`src/rtl/ex_seq_multiplier.sv`:
```
// Iterative radix-2 shift-add multiplier for RV32M MUL/MULH/MULHSU/MULHU (EX stage).
// Optional MUL_EARLY_EXIT_EN: leave CALC once the remaining multiplier bits are all zero.
module ex_seq_multiplier #(
  parameter int XLEN = 32
) (
  input  logic            clk,
  input  logic            rst,
  input  logic            start,
  input  logic [1:0]      op,
  input  logic [XLEN-1:0] rs1,
  input  logic [XLEN-1:0] rs2,
  input  logic            flush,
  output logic            busy,
  output logic            done,
  output logic [XLEN-1:0] result
);

  localparam int CW     = $clog2(XLEN + 1);
  localparam int NSLICE = XLEN / 4;

  localparam logic [1:0] S_IDLE = 2'd0;
  localparam logic [1:0] S_CALC = 2'd1;
  localparam logic [1:0] S_FIX  = 2'd2;
  localparam logic [1:0] S_DONE = 2'd3;

  localparam logic [CW-1:0]     CNT_ONE  = 1;
  localparam logic [CW-1:0]     CNT_LAST = CW'(XLEN - 1);
  localparam logic [XLEN-1:0]   ONE      = 1;
  localparam logic [2*XLEN-1:0] ONE2     = 1;

  logic [1:0]        r_state;
  logic [1:0]        r_op;
  logic [XLEN-1:0]   r_mcand;
  logic [XLEN-1:0]   r_mult;
  logic [2*XLEN-1:0] r_acc;
  logic              r_neg;
  logic [CW-1:0]     r_count;
  logic [XLEN-1:0]   r_result;

  logic              w_neg1, w_neg2;
  logic [XLEN-1:0]   w_mag1, w_mag2;
  logic              w_accept;
  logic [XLEN-1:0]   w_addend;
  logic [XLEN-1:0]   w_sum;
  logic [NSLICE:0]   w_carry;
  logic [2*XLEN-1:0] w_acc_next;
  logic [XLEN-1:0]   w_mult_next;
  logic              w_last;
  logic [2*XLEN-1:0] w_prod;
  logic [2*XLEN-1:0] w_prod_fixed;

  // rs1 is signed unless MULHU; rs2 is signed only for MUL/MULH.
  assign w_neg1 = (op != 2'b11) && rs1[XLEN-1];
  assign w_neg2 = !op[1] && rs2[XLEN-1];
  assign w_mag1 = w_neg1 ? (~rs1 + ONE) : rs1;
  assign w_mag2 = w_neg2 ? (~rs2 + ONE) : rs2;

  assign w_accept = ((r_state == S_IDLE) || (r_state == S_DONE)) && start && !flush;

  // Accumulate adder: 4-bit carry-lookahead slices, ripple between slices.
  assign w_addend   = r_mult[0] ? r_mcand : '0;
  assign w_carry[0] = 1'b0;

  for (genvar s = 0; s < NSLICE; s++) begin : g_cla
    logic [3:0] w_a, w_b, w_p, w_g, w_c;
    assign w_a    = r_acc[XLEN + 4*s +: 4];
    assign w_b    = w_addend[4*s +: 4];
    assign w_p    = w_a ^ w_b;
    assign w_g    = w_a & w_b;
    assign w_c[0] = w_carry[s];
    assign w_c[1] = w_g[0] | (w_p[0] & w_c[0]);
    assign w_c[2] = w_g[1] | (w_p[1] & w_g[0]) | (w_p[1] & w_p[0] & w_c[0]);
    assign w_c[3] = w_g[2] | (w_p[2] & w_g[1]) | (w_p[2] & w_p[1] & w_g[0])
                  | (w_p[2] & w_p[1] & w_p[0] & w_c[0]);
    assign w_carry[s+1] = w_g[3] | (w_p[3] & w_g[2]) | (w_p[3] & w_p[2] & w_g[1])
                        | (w_p[3] & w_p[2] & w_p[1] & w_g[0])
                        | (w_p[3] & w_p[2] & w_p[1] & w_p[0] & w_c[0]);
    assign w_sum[4*s +: 4] = w_p ^ w_c;
  end

  // Top-slice carry-out becomes the new MSB, so no product bit is lost on the shift.
  assign w_acc_next  = {w_carry[NSLICE], w_sum, r_acc[XLEN-1:1]};
  assign w_mult_next = r_mult >> 1;

`ifdef MUL_EARLY_EXIT_EN
  assign w_last = (r_count == CNT_LAST) || (w_mult_next == '0);
  // Remaining iterations would only shift zeros in; do them all at once.
  assign w_prod = r_acc >> (CW'(XLEN) - r_count);
`else
  assign w_last = (r_count == CNT_LAST);
  assign w_prod = r_acc;
`endif

  assign w_prod_fixed = r_neg ? (~w_prod + ONE2) : w_prod;

  // NOTE: state registers use non-blocking assignments so every register
  // samples pre-edge values, independent of statement order.
  always_ff @(posedge clk or posedge rst) begin
    if (rst) begin
      r_state  <= S_IDLE;
      r_op     <= '0;
      r_mcand  <= '0;
      r_mult   <= '0;
      r_acc    <= '0;
      r_neg    <= 1'b0;
      r_count  <= '0;
      r_result <= '0;
    end else begin
      case (r_state)
        S_CALC: begin
          if (flush) begin
            r_state <= S_IDLE;
          end else begin
            r_acc   <= w_acc_next;
            r_mult  <= w_mult_next;
            r_count <= r_count + CNT_ONE;
            if (w_last) r_state <= S_FIX;
          end
        end
        S_FIX: begin
          if (flush) begin
            r_state <= S_IDLE;
          end else begin
            r_result <= (r_op == 2'b00) ? w_prod_fixed[XLEN-1:0] : w_prod_fixed[2*XLEN-1:XLEN];
            r_state  <= S_DONE;
          end
        end
        default: begin
          if (w_accept) begin
            r_op    <= op;
            r_mcand <= w_mag1;
            r_mult  <= w_mag2;
            r_acc   <= '0;
            r_neg   <= w_neg1 ^ w_neg2;
            r_count <= '0;
            r_state <= S_CALC;
          end else begin
            r_state <= S_IDLE;
          end
        end
      endcase
    end
  end

  assign busy   = (r_state == S_CALC) || (r_state == S_FIX);
  assign done   = (r_state == S_DONE);
  assign result = r_result;

endmodule
```
`config.mk`:
```
export PLATFORM = sky130hd
export DESIGN_NAME = ex_seq_multiplier
export DESIGN_NICKNAME = d
export VERILOG_FILES = /design/src/rtl/ex_seq_multiplier.sv
export SDC_FILE = /design/constraint.sdc
export NUM_CORES = 1
export LEC_CHECK = 0
export ABC_CLOCK_PERIOD_IN_PS = 8520
export BUFFER_PORTS_ARGS = -buffer_cell sky130_fd_sc_hd__buf_2
export CAP_MARGIN = 0
export CORE_MARGIN = 2
export CORE_UTILIZATION = 30
export CTS_CLUSTER_DIAMETER = 200
export DETAILED_ROUTE_END_ITERATION = 7
export PLACE_DENSITY = 0.52
export SETUP_SLACK_MARGIN = 0.2
export SLEW_MARGIN = 0
export SYNTH_ARGS = -nofsm -noshare
export SYNTH_HDL_FRONTEND = slang
export SYNTH_SLANG_ARGS = --single-unit
```
`constraint.sdc`:
```
create_clock -name clk -period 8.52 [get_ports clk]
set_clock_uncertainty 0.15 [all_clocks]
set_input_delay 0.852 -clock clk [delete_from_list [all_inputs] [get_ports clk]]
set_output_delay 0.852 -clock clk [all_outputs]
set_load 0.05 [all_outputs]
```
==> results of run 1 <==
power by group:
group	total, mW	internal [mW]	switching [mW]
logic	1.01	0.429	0.583
registers	1.13	0.951	0.179
clock network	0.803	0.438	0.365
total	2.94	1.82	1.13
critical path, delay by kind of cell (launching register included):
family | cells | cell delay [ns]
AOI/OAI and AO/OA | 1 | 0.33
DFF | 1 | 0.44
and+or+nand+nor | 6 | 3.23
path summary, 6_finish.rpt:
kind                                    startpoint                      end  slack, ns  cells after the start
setup / recovery             r_acc[16]$_DFFE_PP0P_   result[26]$_DFFE_PP0P_       4.23                      7
hold / removal                                 rst   r_count[5]$_DFFE_PP0P_       0.25                      2
setup reg to reg             r_acc[16]$_DFFE_PP0P_   result[26]$_DFFE_PP0P_       4.23                      7
hold reg to reg            r_mcand[15]$_DFFE_PP0P_  r_mcand[15]$_DFFE_PP0P_       0.32                      2
max in group asynchronous                      rst        r_neg$_DFFE_PP0P_       6.67                      3
min in group clk           r_mcand[15]$_DFFE_PP0P_  r_mcand[15]$_DFFE_PP0P_       0.32                      2
metal layers:
metal | routed length (um) | vias to the layer above
li1 | - | 4651
met1 | 15430 | 4455
met2 | 12740 | 169
met3 | 1104 | 23
met4 | 420 | 0
met5 | 0 | -
Yosys cell counts (all sizes together), types with 10 or more instances:
master  instances
nor4           14
o21ai         155
o31ai          20
xnor2          77
a31oi          12
nand2         118
mux2i          12
a21oi          63
a22oi          29
clkbuf         70
a22o           44
nor3           28
ha             39
or3            17
nor2           68
dfrtp         171
inv            21
or2            10
nor2b          14
o41ai          24
nand3          18
or4            20
xor2           41
and2           33
a21o           10
cell type report:
type / count / area [um^2] / area share (%)
Multi-Input combinational cell: 970 / 6450 / 51.25
Sequential cell: 171 / 4280 / 34.01
Timing Repair Buffer: 114 / 598.1 / 4.752
Tap cell: 468 / 585.6 / 4.653
Clock buffer: 17 / 425.4 / 3.380
Clock inverter: 15 / 161.4 / 1.283
Inverter: 21 / 83.83 / 0.6661
cells in the final DEF (no fill, tap or decap), types with 11 or more instances in the layout:
master / instances
a21oi_1: 63
a22o_1: 44
a22oi_1: 29
a31oi_1: 12
and2_1: 33
buf_2: 103
buf_4: 11
clkbuf_16: 17
dfrtp_1: 170
ha_1: 39
inv_1: 20
mux2i_1: 12
nand2_1: 118
nand3_1: 18
nor2_1: 66
nor2b_1: 13
nor3_1: 27
nor4_1: 14
o21ai_0: 155
o31ai_1: 20
o41ai_1: 22
or3_1: 17
or4_1: 18
xnor2_1: 77
xor2_1: 41
flip-flops by register name (all words and copies together), names as in the netlist:
name / count
result: 32
r_op: 2
r_neg: 1
r_mcand: 32
r_count: 6
r_mult: 32
r_acc: 64
r_state: 2
logic make-up (layout without fill, tap and decap cells):
group,after synthesis,in the layout
buffers and inverters,100,167
adder cells (fa/ha/maj),47,47
AO/OA/AOI/OAI,406,406
XOR/XNOR,118,118
flip-flops,171,171
multiplexers,14,14
AND/OR/NAND/NOR,385,385
metrics by stage:
| step | setup WS [ns] | std cells | total power [mW] |
|---|---|---|---|
| 3_5_place_dp | 4.275 | 1744 | 2.156 |
| 4_1_cts | 4.260 | 1776 | 2.967 |
| 2_1_floorplan | 2.886 | 1241 | 1.889 |
| 6_report | 4.235 | 1776 | 2.944 |
| 5_1_grt | 4.083 | 1776 | 3.155 |
| 3_3_place_gp | 4.350 | 1744 | 2.143 |
==> impl_metrics.py, run 1 <==
metrics = {
    "outcome": {
        "run_status": "complete, no violations",
    },
    "synth": {
        "synthMuxAreaShare_pct": 1.286,
        "ys_types": 64,
        "synth_top_area_cell": "dfrtp_1",
        "synth_simple_gate_area_share_pct": 17.95,
        "synth-seq-area-share_pct": 38.57,
        "synth_ff_type": "dfrtp_1",
        "syn_nets": 1358,
        "synth-edff-count": 0,
        "synthTopCellsByArea": "dfrtp_1, o21ai_0, xnor2_1, ha_1, nand2_1",
        "ys_warn_count": 0,
        "ys_seq_elements": 171,
        "synth_compound_area_share_pct": 23.56,
        "syn-mean-instance-area_um2": 8.941,
        "postSynth.asyncResetShare_pct": 100.0,
        "yosysTopAreaCellShare_pct": 38.57,
        "synth_area_um2": 11100,
        "synthXorXnorAreaFrac_pct": 9.314,
        "yosys.area_share.adder_pct": 5.841,
        "synth_top_family_by_area": "compound AO/OA/AOI/OAI gates",
        "syn_inst": 1241,
    },
    "clock_network": {
        "insertion_delay_ns": 0.44,
        "cts_root_buffer": "clkbuf_16",
        "cts_resized": 0,
        "cts_tree": "built",
        "ctsHoldBuffers": 0,
        "clkSinkCount": 171,
        "clkTransAtPathRegs_ns": 0.07,
        "post_cts_buffers": 0,
        "cts_buffers": 17,
        "htree_levels": 4,
        "cts.path.max_buffers": 2,
    },
    "place": {
        "gp_congestion": 0.7967,
        "dpl-instance-area_um2": 12000,
        "hpwlAfterDp_um": 20790,
        "io_buffer_count": 103,
    },
    "critical_path": {
        "cp-end-kind": "flip-flop",
        "cp.arrival_ns": 4.45,
        "max_stage_delay_ns": 0.88,
        "cp_common_cell": "or4_1",
        "cp_max_fo": 20,
        "crit_type": "reg2reg",
        "required_ns": 8.69,
        "worst_setup_path_start_kind": "flip-flop",
        "crit_chain": "or4_4, or4b_1, or4_1, or2_1, or4_1, a211oi_1, nor3b_2",
        "crit_slowest_cell": "or4_1",
    },
    "grt": {
        "grt_pass1_vias": 9041,
        "grt_use_met1_pct": 23.50,
        "overflow": 0,
        "groute.layer.met2.usage_pct": 23.59,
        "grt_use_met3_pct": 2.647,
        "grt_antenna_before_repair": 0,
        "grt_pass1_wl_um": 49270,
        "grt_busiest_layer": "met2",
        "grt.total_usage_pct": 15.83,
        "grt_max_degree": 109,
    },
    "routing": {
        "drc_errors": 0,
        "postRouteAntennaNets": 0,
        "first_pass_iters": 5,
        "drt_wl_total_um": 29700,
        "drtIter0Drc": 624,
        "vias": 9298,
        "wl_per_cell_um": 16.72,
        "routed_via_density": 5.235,
    },
    "timing": {
        "period_share_pct": 50.30,
        "slew_viol_final": 0,
        "finalCriticalPeriod_ns": 4.285,
        "timing.hold.ws_ns": 0.2535,
        "finalHoldViolCount": 0,
        "rsz0062_at_grt": "no",
        "slew_headroom_pct": 23.40,
        "worst_slew_pin_slew_ns": 1.149,
        "fin_tns_setup_ns": 0,
        "setup_viol": 0,
        "max_freq_ghz": 0.2334,
    },
    "power": {
        "powerDensity_nw_per_um2": 233.9,
        "vdd_drop_max_mv": 0.1297,
        "p_leak_nw": 5.603,
    },
    "layout": {
        "area_growth_syn_to_layout_pct": 13.42,
        "nets": 1412,
        "diodes": 0,
        "drive_gt1_share_pct": 13.53,
        "fill_cells": 3751,
        "stdcell_area_um2": 12580,
        "finish.utilization_pct": 34.46,
    },
    "flow_run": {
        "drv_cap": 0,
    },
    "floorplan": {
        "io_pins": 104,
        "die_h_um": 196.3,
        "die_area_um2": 38540,
        "core_um2": 36520,
        "rows": 70,
        "start_util_pct": 30.38,
        "die_w_um": 196.3,
    },
    "hold_path": {
        "hold_class": "in2async",
    },
}
Note: power is estimated with default switching activity, not from simulation.
==> inputs of run 2 (changes only) <==
--- a/config.mk
+++ b/config.mk
@@ -5,7 +5,8 @@
 export SDC_FILE = /design/constraint.sdc
 export NUM_CORES = 1
 export LEC_CHECK = 0
-export ABC_CLOCK_PERIOD_IN_PS = 8520
+export ABC_AREA = 1
+export ABC_CLOCK_PERIOD_IN_PS = 4000
 export BUFFER_PORTS_ARGS = -buffer_cell sky130_fd_sc_hd__buf_2
 export CAP_MARGIN = 0
 export CORE_MARGIN = 2
==> constraint.sdc (replaced) <==
create_clock -name clk -period 4 [get_ports clk]
set_clock_uncertainty 0.15 [all_clocks]
set_input_delay 0.4 -clock clk [delete_from_list [all_inputs] [get_ports clk]]
set_output_delay 0.4 -clock clk [all_outputs]
set_load 0.05 [all_outputs]
==> run 2 against run 1 <==
Die area increased by 4.1%. Register-to-register slack got worse by 3.5 ns. Critical path depth increased by 14. Non-clock buffer count increased by 6. Combinational power increased to 3.3 times the previous value. Utilization increased by 0.61 points. Sequential cell count unchanged. Synthesized cell count increased by 27%. Design area increased by 5.2%. Sequential share of layout area decreased by 1.7 points. Synthesized area increased by 4.1%. Largest power group is now combinational logic. Highest routed layer unchanged.
==> impl_metrics.py, run 2 <==
metrics = {
    "outcome": {
        "run_status": "complete, no violations",
    },
    "routing": {
        "routed_via_density": 4.880,
        "wl_per_cell_um": 15.39,
        "drtIter0Drc": 790,
        "drt_wl_total_um": 33440,
        "postRouteAntennaNets": 0,
        "vias": 10600,
        "drc_errors": 0,
        "first_pass_iters": 6,
    },
    "floorplan": {
        "io_pins": 104,
        "core_um2": 37760,
        "rows": 71,
        "die_w_um": 200.3,
        "start_util_pct": 30.60,
        "die_h_um": 200.3,
        "die_area_um2": 40100,
    },
    "critical_path": {
        "cp_max_fo": 16,
        "timing.rr.end": "r_acc[60]$_DFFE_PP0P_",
        "required_ns": 4.14,
        "ff2ff_path_depth": 21,
        "cp.arrival_ns": 3.39,
        "crit_type": "reg2reg",
        "cp-end-kind": "flip-flop",
        "reg2reg_from": "r_mult[0]$_DFFE_PP0P_",
        "worst_setup_path_start_kind": "flip-flop",
        "rrSetupSlack_ns": 0.75,
    },
    "grt": {
        "overflow": 0,
        "grt_pass1_wl_um": 54650,
        "grt_pass1_vias": 10160,
        "grt.total_usage_pct": 16.80,
        "grt_max_degree": 71,
        "grt_antenna_before_repair": 1,
    },
    "power": {
        "power_switching_share_pct": 45.08,
        "powerDensity_nw_per_um2": 563.8,
        "vdd_drop_max_mv": 0.2978,
        "p_leak_nw": 6.568,
        "p_switching_mw": 3.365,
        "seqPwrFrac_pct": 33.4,
        "combPwrFrac_pct": 44.1,
        "pwr-share-clk_pct": 22.5,
        "p_int_mw": 4.099,
    },
    "layout": {
        "nets": 1765,
        "fill_cells": 4067,
        "max_flop_register": "r_acc",
        "diodes": 0,
        "instances_no_fill": 2172,
        "largest_register_ffs": 64,
        "stdcell_area_um2": 13240,
        "area_growth_syn_to_layout_pct": 14.59,
        "mostFrequentLayoutCell": "nand2_1",
        "layout_common_cells": "nand2_1, inv_1, nor2_1",
        "drive_gt1_share_pct": 12.76,
    },
    "synth": {
        "synth_top_area_cell": "dfrtp_1",
        "synthXorXnorAreaFrac_pct": 4.851,
        "yosysTopAreaCellShare_pct": 37.03,
        "ys_seq_elements": 171,
        "synth_area_um2": 11550,
        "postSynth.asyncResetShare_pct": 100.0,
        "synth_most_common_cell": "nand2_1",
        "synth_compound_area_share_pct": 18.08,
        "synth_ff_type": "dfrtp_1",
        "syn_nets": 1687,
        "syn_inst": 1570,
        "synthMuxAreaShare_pct": 0,
        "syn-mean-instance-area_um2": 7.360,
        "synth_top_family_by_area": "simple AND/OR/NAND/NOR gates",
        "synth_commonest_cells": "nand2_1, inv_1, nor2_1, dfrtp_1, o21ai_0",
        "synth-seq-area-share_pct": 37.03,
        "synthTopCellsByArea": "dfrtp_1, nand2_1, inv_1, o21ai_0, nor2_1",
        "ys_warn_count": 0,
        "yosys.area_share.adder_pct": 5.609,
        "synth-edff-count": 0,
        "synth_simple_gate_area_share_pct": 25.94,
        "ys_types": 53,
    },
    "clock_network": {
        "cts_buffers": 17,
        "cts_resized": 0,
        "cts_root_buffer": "clkbuf_16",
        "cts.path.max_buffers": 2,
        "post_cts_buffers": 0,
        "clkSinkCount": 171,
        "insertion_delay_ns": 0.44,
        "clkTransAtPathRegs_ns": 0.07,
        "ctsHoldBuffers": 1,
        "htree_levels": 4,
        "cts_tree": "built",
    },
    "flow_run": {
        "drv_cap": 0,
    },
    "timing": {
        "slew_viol_final": 0,
        "rsz0062_at_grt": "no",
        "fin_tns_setup_ns": 0,
        "finalCriticalPeriod_ns": 3.253,
        "period_share_pct": 81.34,
        "fin_ws_ns": 0.7465,
        "slew_headroom_pct": 20.17,
        "setup_viol": 0,
        "max_freq_ghz": 0.3074,
        "finalHoldViolCount": 0,
        "worst_slew_pin_slew_ns": 1.196,
        "timing.hold.ws_ns": 0.02822,
    },
    "place": {
        "io_buffer_count": 103,
        "gp_congestion": 0.8380,
        "hpwlAfterDp_um": 24960,
        "dp_slack_ns": 0.7410,
        "dpl-instance-area_um2": 12650,
        "dp.cells": 2139,
    },
    "hold_path": {
        "worstHoldEndpoint": "r_op[0]$_DFFE_PP0P_",
        "min_path_cells": 3,
        "min-delay-start": "op[0]",
        "hold_class": "in2reg",
    },
}
==> run 2: worst max-delay path by stage <==
stage / startpoint / to / slack [ns] / depth (start not counted)
3_3_place_gp: r_mult[0]$_DFFE_PP0P_ / r_acc[60]$_DFFE_PP0P_ / 0.74 / 21
4_1_cts: r_mult[0]$_DFFE_PP0P_ / r_acc[60]$_DFFE_PP0P_ / 0.73 / 21
5_1_grt: r_mult[0]$_DFFE_PP0P_ / r_acc[60]$_DFFE_PP0P_ / 0.44 / 21
2_1_floorplan: r_mult[0]$_DFFE_PP0P_ / r_acc[60]$_DFFE_PP0P_ / 0.84 / 23
3_5_place_dp: r_mult[0]$_DFFE_PP0P_ / r_acc[60]$_DFFE_PP0P_ / 0.74 / 21
6_report: r_mult[0]$_DFFE_PP0P_ / r_acc[60]$_DFFE_PP0P_ / 0.75 / 21
==> run 2: kinds of logic after synthesis <==
group / count (synthesis)
AND/OR/NAND/NOR: 663
adder cells (fa/ha/maj): 47
XOR/XNOR: 64
AO/OA/AOI/OAI: 366
flip-flops: 171
buffers and inverters: 259
==> run 2: layout make-up <==
cell class                 instances  area, um^2  area share [%]
multi-input combinational       1140        6319           47.72
sequential                       171        4280           32.33
inverter                         198       749.5           5.661
timing repair buffer             120       670.6           5.065
tap                              511       639.4           4.829
clock buffer                      23       467.9           3.534
clock inverter                     9       113.9          0.8599
==> run 2: power by group through the flow <==
stage	Combinational (mW)	Sequential, mW	Clock, mW
detailed placement	3.29	2.52	0
floorplan	1.88	2.94	0
finish	3.29	2.49	1.68
CTS	3.30	2.49	1.73
global route	3.66	2.55	1.80
global placement	3.26	2.52	0
==> run 2: per-layer routing <==
layer | up-vias | global-route usage (%) | part of all wire (%)
met1 | 4949 | 25.36 | 52
li1 | 5408 | - | -
met4 | 0 | 3.915 | 1.3
met3 | 22 | 2.945 | 4.1
met5 | - | 0 | 0
met2 | 221 | 24.73 | 42
==> run 2: critical path: stages (launching register included) <==
cell and delay, ns:
dfrtp_1 0.53, nand2_1 0.13, inv_1 0.05, ha_1 0.31
or2_0 0.21, nand2_1 0.08, nand2_2 0.08, nand2_2 0.06
nand2_2 0.06, nand2_1 0.08, nand2_2 0.07, nand2_1 0.10
nand2_2 0.07, nand2_1 0.08, nand2_2 0.07, nand2_1 0.08
nand2_2 0.08, nand2_1 0.09, nand2_2 0.10, fa_1 0.39
xnor2_1 0.16, o22ai_1 0.10
==> run 2: through the flow <==
| step | total power, mW | utilization, % |
|---|---|---|
| after global routing | 8.014 | 35.07 |
| after global placement | 5.776 | 33.50 |
| final | 7.464 | 35.07 |
| after floorplan | 4.825 | - |
| after detailed placement | 5.810 | 33.50 |
| after CTS | 7.523 | 35.07 |
==> inputs of run 3 (changes only) <==
--- a/config.mk
+++ b/config.mk
@@ -6,14 +6,14 @@
 export NUM_CORES = 1
 export LEC_CHECK = 0
 export ABC_AREA = 1
-export ABC_CLOCK_PERIOD_IN_PS = 4000
+export ABC_CLOCK_PERIOD_IN_PS = 2900
 export BUFFER_PORTS_ARGS = -buffer_cell sky130_fd_sc_hd__buf_2
 export CAP_MARGIN = 0
 export CORE_MARGIN = 2
 export CORE_UTILIZATION = 30
 export CTS_CLUSTER_DIAMETER = 200
 export DETAILED_ROUTE_END_ITERATION = 7
-export PLACE_DENSITY = 0.52
+export PLACE_DENSITY = 0.54
 export SETUP_SLACK_MARGIN = 0.2
 export SLEW_MARGIN = 0
 export SYNTH_ARGS = -nofsm -noshare
==> constraint.sdc (replaced) <==
create_clock -name clk -period 2.9 [get_ports clk]
set_clock_uncertainty 0.15 [all_clocks]
set_input_delay 0.29 -clock clk [delete_from_list [all_inputs] [get_ports clk]]
set_output_delay 0.29 -clock clk [all_outputs]
set_load 0.05 [all_outputs]
==> run 3 against run 2 <==
Sequential power grew 38%. Maximum frequency grew 14%. Non-clock buffer count grew 61. Via count grew 3.3%. Utilization grew 2.3 points. Critical path depth grew 2. Design area grew 6.6%. Setup slack lost 0.71 ns. Critical path type unchanged. Critical endpoint is now r_acc[59]$_DFFE_PP0P_. Largest cell class unchanged.
==> impl_metrics.py, run 3 (same netlist as run 2, synthesis figures left out) <==
metrics = {
    "timing": {
        "slew_viol_final": 0,
        "finalCriticalPeriod_ns": 2.863,
        "setup_viol": 0,
        "finalHoldViolCount": 0,
        "timing.hold.ws_ns": 0.01260,
        "period_share_pct": 98.74,
        "slew_headroom_pct": 53.79,
        "worst_slew_pin_slew_ns": 0.6917,
        "fin_tns_setup_ns": 0,
        "max_freq_ghz": 0.3492,
        "rsz0062_at_grt": "yes",
    },
    "critical_path": {
        "cp_max_fo": 6,
        "worst_setup_path_start_kind": "flip-flop",
        "required_ns": 3.06,
        "crit_slowest_cell": "fa_2",
        "crit_chain": "buf_6, nand2_1, inv_1, ha_4, nand2_1, nand2_1, inv_1, nor2_1, nor2_2, nand2_4, nand2_2, nand2_2, nand2_2, nand2_2, nand2_2, nand2_2, nand2_2, nand2_4, nand2_2, nand2_2, fa_2, nand2_1, o21ai_1",
        "crit_type": "reg2reg",
        "cp-end-kind": "flip-flop",
        "cp.arrival_ns": 3.03,
        "cp_common_cell": "nand2_2",
        "max_stage_delay_ns": 0.42,
    },
    "place": {
        "hpwlAfterDp_um": 25340,
        "io_buffer_count": 103,
        "gp_congestion": 0.8593,
        "dp.cells": 2169,
    },
    "floorplan": {
        "die_h_um": 200.3,
        "start_util_pct": 30.60,
        "core_um2": 37760,
        "die_w_um": 200.3,
        "die_area_um2": 40100,
        "rows": 71,
        "io_pins": 104,
    },
    "power": {
        "power_switching_share_pct": 44.34,
        "powerDensity_nw_per_um2": 768.3,
        "pwr-share-clk_pct": 22.5,
        "power_mw": 10.84,
        "p_switching_mw": 4.807,
        "p_int_mw": 6.035,
        "seqPwrFrac_pct": 31.6,
        "p_leak_nw": 6.914,
        "combPwrFrac_pct": 45.8,
        "vdd_drop_max_mv": 0.3986,
    },
    "clock_network": {
        "cts_buffers": 17,
        "cts_root_buffer": "clkbuf_16",
        "clkTransAtPathRegs_ns": 0.07,
        "htree_levels": 4,
        "clkSinkCount": 171,
        "insertion_delay_ns": 0.45,
        "cts.path.max_buffers": 2,
        "cts_tree": "built",
    },
    "routing": {
        "wl_per_cell_um": 15.59,
        "postRouteAntennaNets": 0,
        "drt_wl_total_um": 34810,
        "drc_errors": 0,
        "vias": 10950,
        "routed_via_density": 4.906,
        "drtIter0Drc": 817,
        "first_pass_iters": 5,
    },
    "grt": {
        "grt_antenna_before_repair": 0,
        "grt_pass1_wl_um": 56460,
        "grt_pass1_vias": 10570,
        "grt_max_degree": 67,
        "grt.total_usage_pct": 17.29,
        "overflow": 0,
    },
    "outcome": {
        "run_status": "complete, no violations",
    },
    "layout": {
        "max_flop_register": "r_acc",
        "layout_common_cells": "nand2_1, inv_1, nor2_1",
        "nets": 1826,
        "largest_register_ffs": 64,
        "area_growth_syn_to_layout_pct": 22.13,
        "instances_no_fill": 2233,
        "drive_gt1_share_pct": 18.41,
        "diodes": 0,
        "finish.utilization_pct": 37.38,
        "mostFrequentLayoutCell": "nand2_1",
        "fill_cells": 3963,
    },
    "hold_path": {
        "hold_class": "in2reg",
    },
    "flow_run": {
        "drv_cap": 0,
    },
}
run 3: worst paths after layout:
path	start	end	slack [ns]	depth (start not counted)
worst max-delay path	r_mult[0]$_DFFE_PP0P_	r_acc[59]$_DFFE_PP0P_	0.04	23
worst min-delay path	rs1[0]	r_mcand[0]$_DFFE_PP0P_	0.01	3
worst max register to register	r_mult[0]$_DFFE_PP0P_	r_acc[59]$_DFFE_PP0P_	0.04	23
worst min register to register	r_mcand[5]$_DFFE_PP0P_	r_mcand[5]$_DFFE_PP0P_	0.33	2
max in group asynchronous	rst	r_mult[0]$_DFFE_PP0P_	1.46	4
min in group asynchronous	rst	r_acc[6]$_DFFE_PP0P_	0.35	3
run 3: cell type report:
| class | instances | area (um^2) | share of cell area [%] |
|---|---|---|---|
| Sequential cell | 171 | 4282 | 30.34 |
| Clock buffer | 21 | 470.5 | 3.334 |
| Inverter | 198 | 753.2 | 5.337 |
| Clock inverter | 11 | 142.6 | 1.011 |
| Timing Repair Buffer | 181 | 1220 | 8.644 |
| Multi-Input combinational cell | 1140 | 6605 | 46.80 |
| Tap cell | 511 | 639.4 | 4.531 |
run 3: power groups by stage:
stage / Clock, mW / Sequential (mW) / Combinational (mW)
after detailed placement: 0 / 3.47 / 4.72
after global routing: 2.60 / 3.50 / 5.48
final: 2.44 / 3.43 / 4.97
after global placement: 0 / 3.46 / 4.67
after CTS: 2.50 / 3.42 / 4.85
after floorplan: 0 / 4.06 / 2.63
run 3: repair_timing:
action,in CTS,in global routing
hold buffers,12,0
resized for setup,23,40
buffers inserted,12,8
setup endpoints to repair,13,32
pin swaps,10,18
hold endpoints to repair,32,0
gates cloned,0,0
run 3: worst max-delay path: cells and delay by family (launching register included):
family	cells	cell delay (ns)
buffers and inverters	3	0.25
adders and majority gates	2	0.70
and+or+nand+nor	17	1.16
AOI/OAI and AO/OA	1	0.06
DFF	1	0.41
run 3: routing by layer:
layer	GRT usage [%]	up-vias	wire length (um)
li1	-	5540	-
met1	25.35	5102	17770
met2	26.30	282	14910
met3	3.140	30	1697
met4	3.995	0	434
met5	0	-	0
run 3: per-stage QoR:
step | setup WS, ns | instance area [um^2]
after CTS | 0.08995 | 13890
after global placement | -0.05846 | 12970
after global routing | -0.1133 | 14110
final | 0.03653 | 14110
after detailed placement | -0.1139 | 12970
after floorplan | 0.004089 | 11630
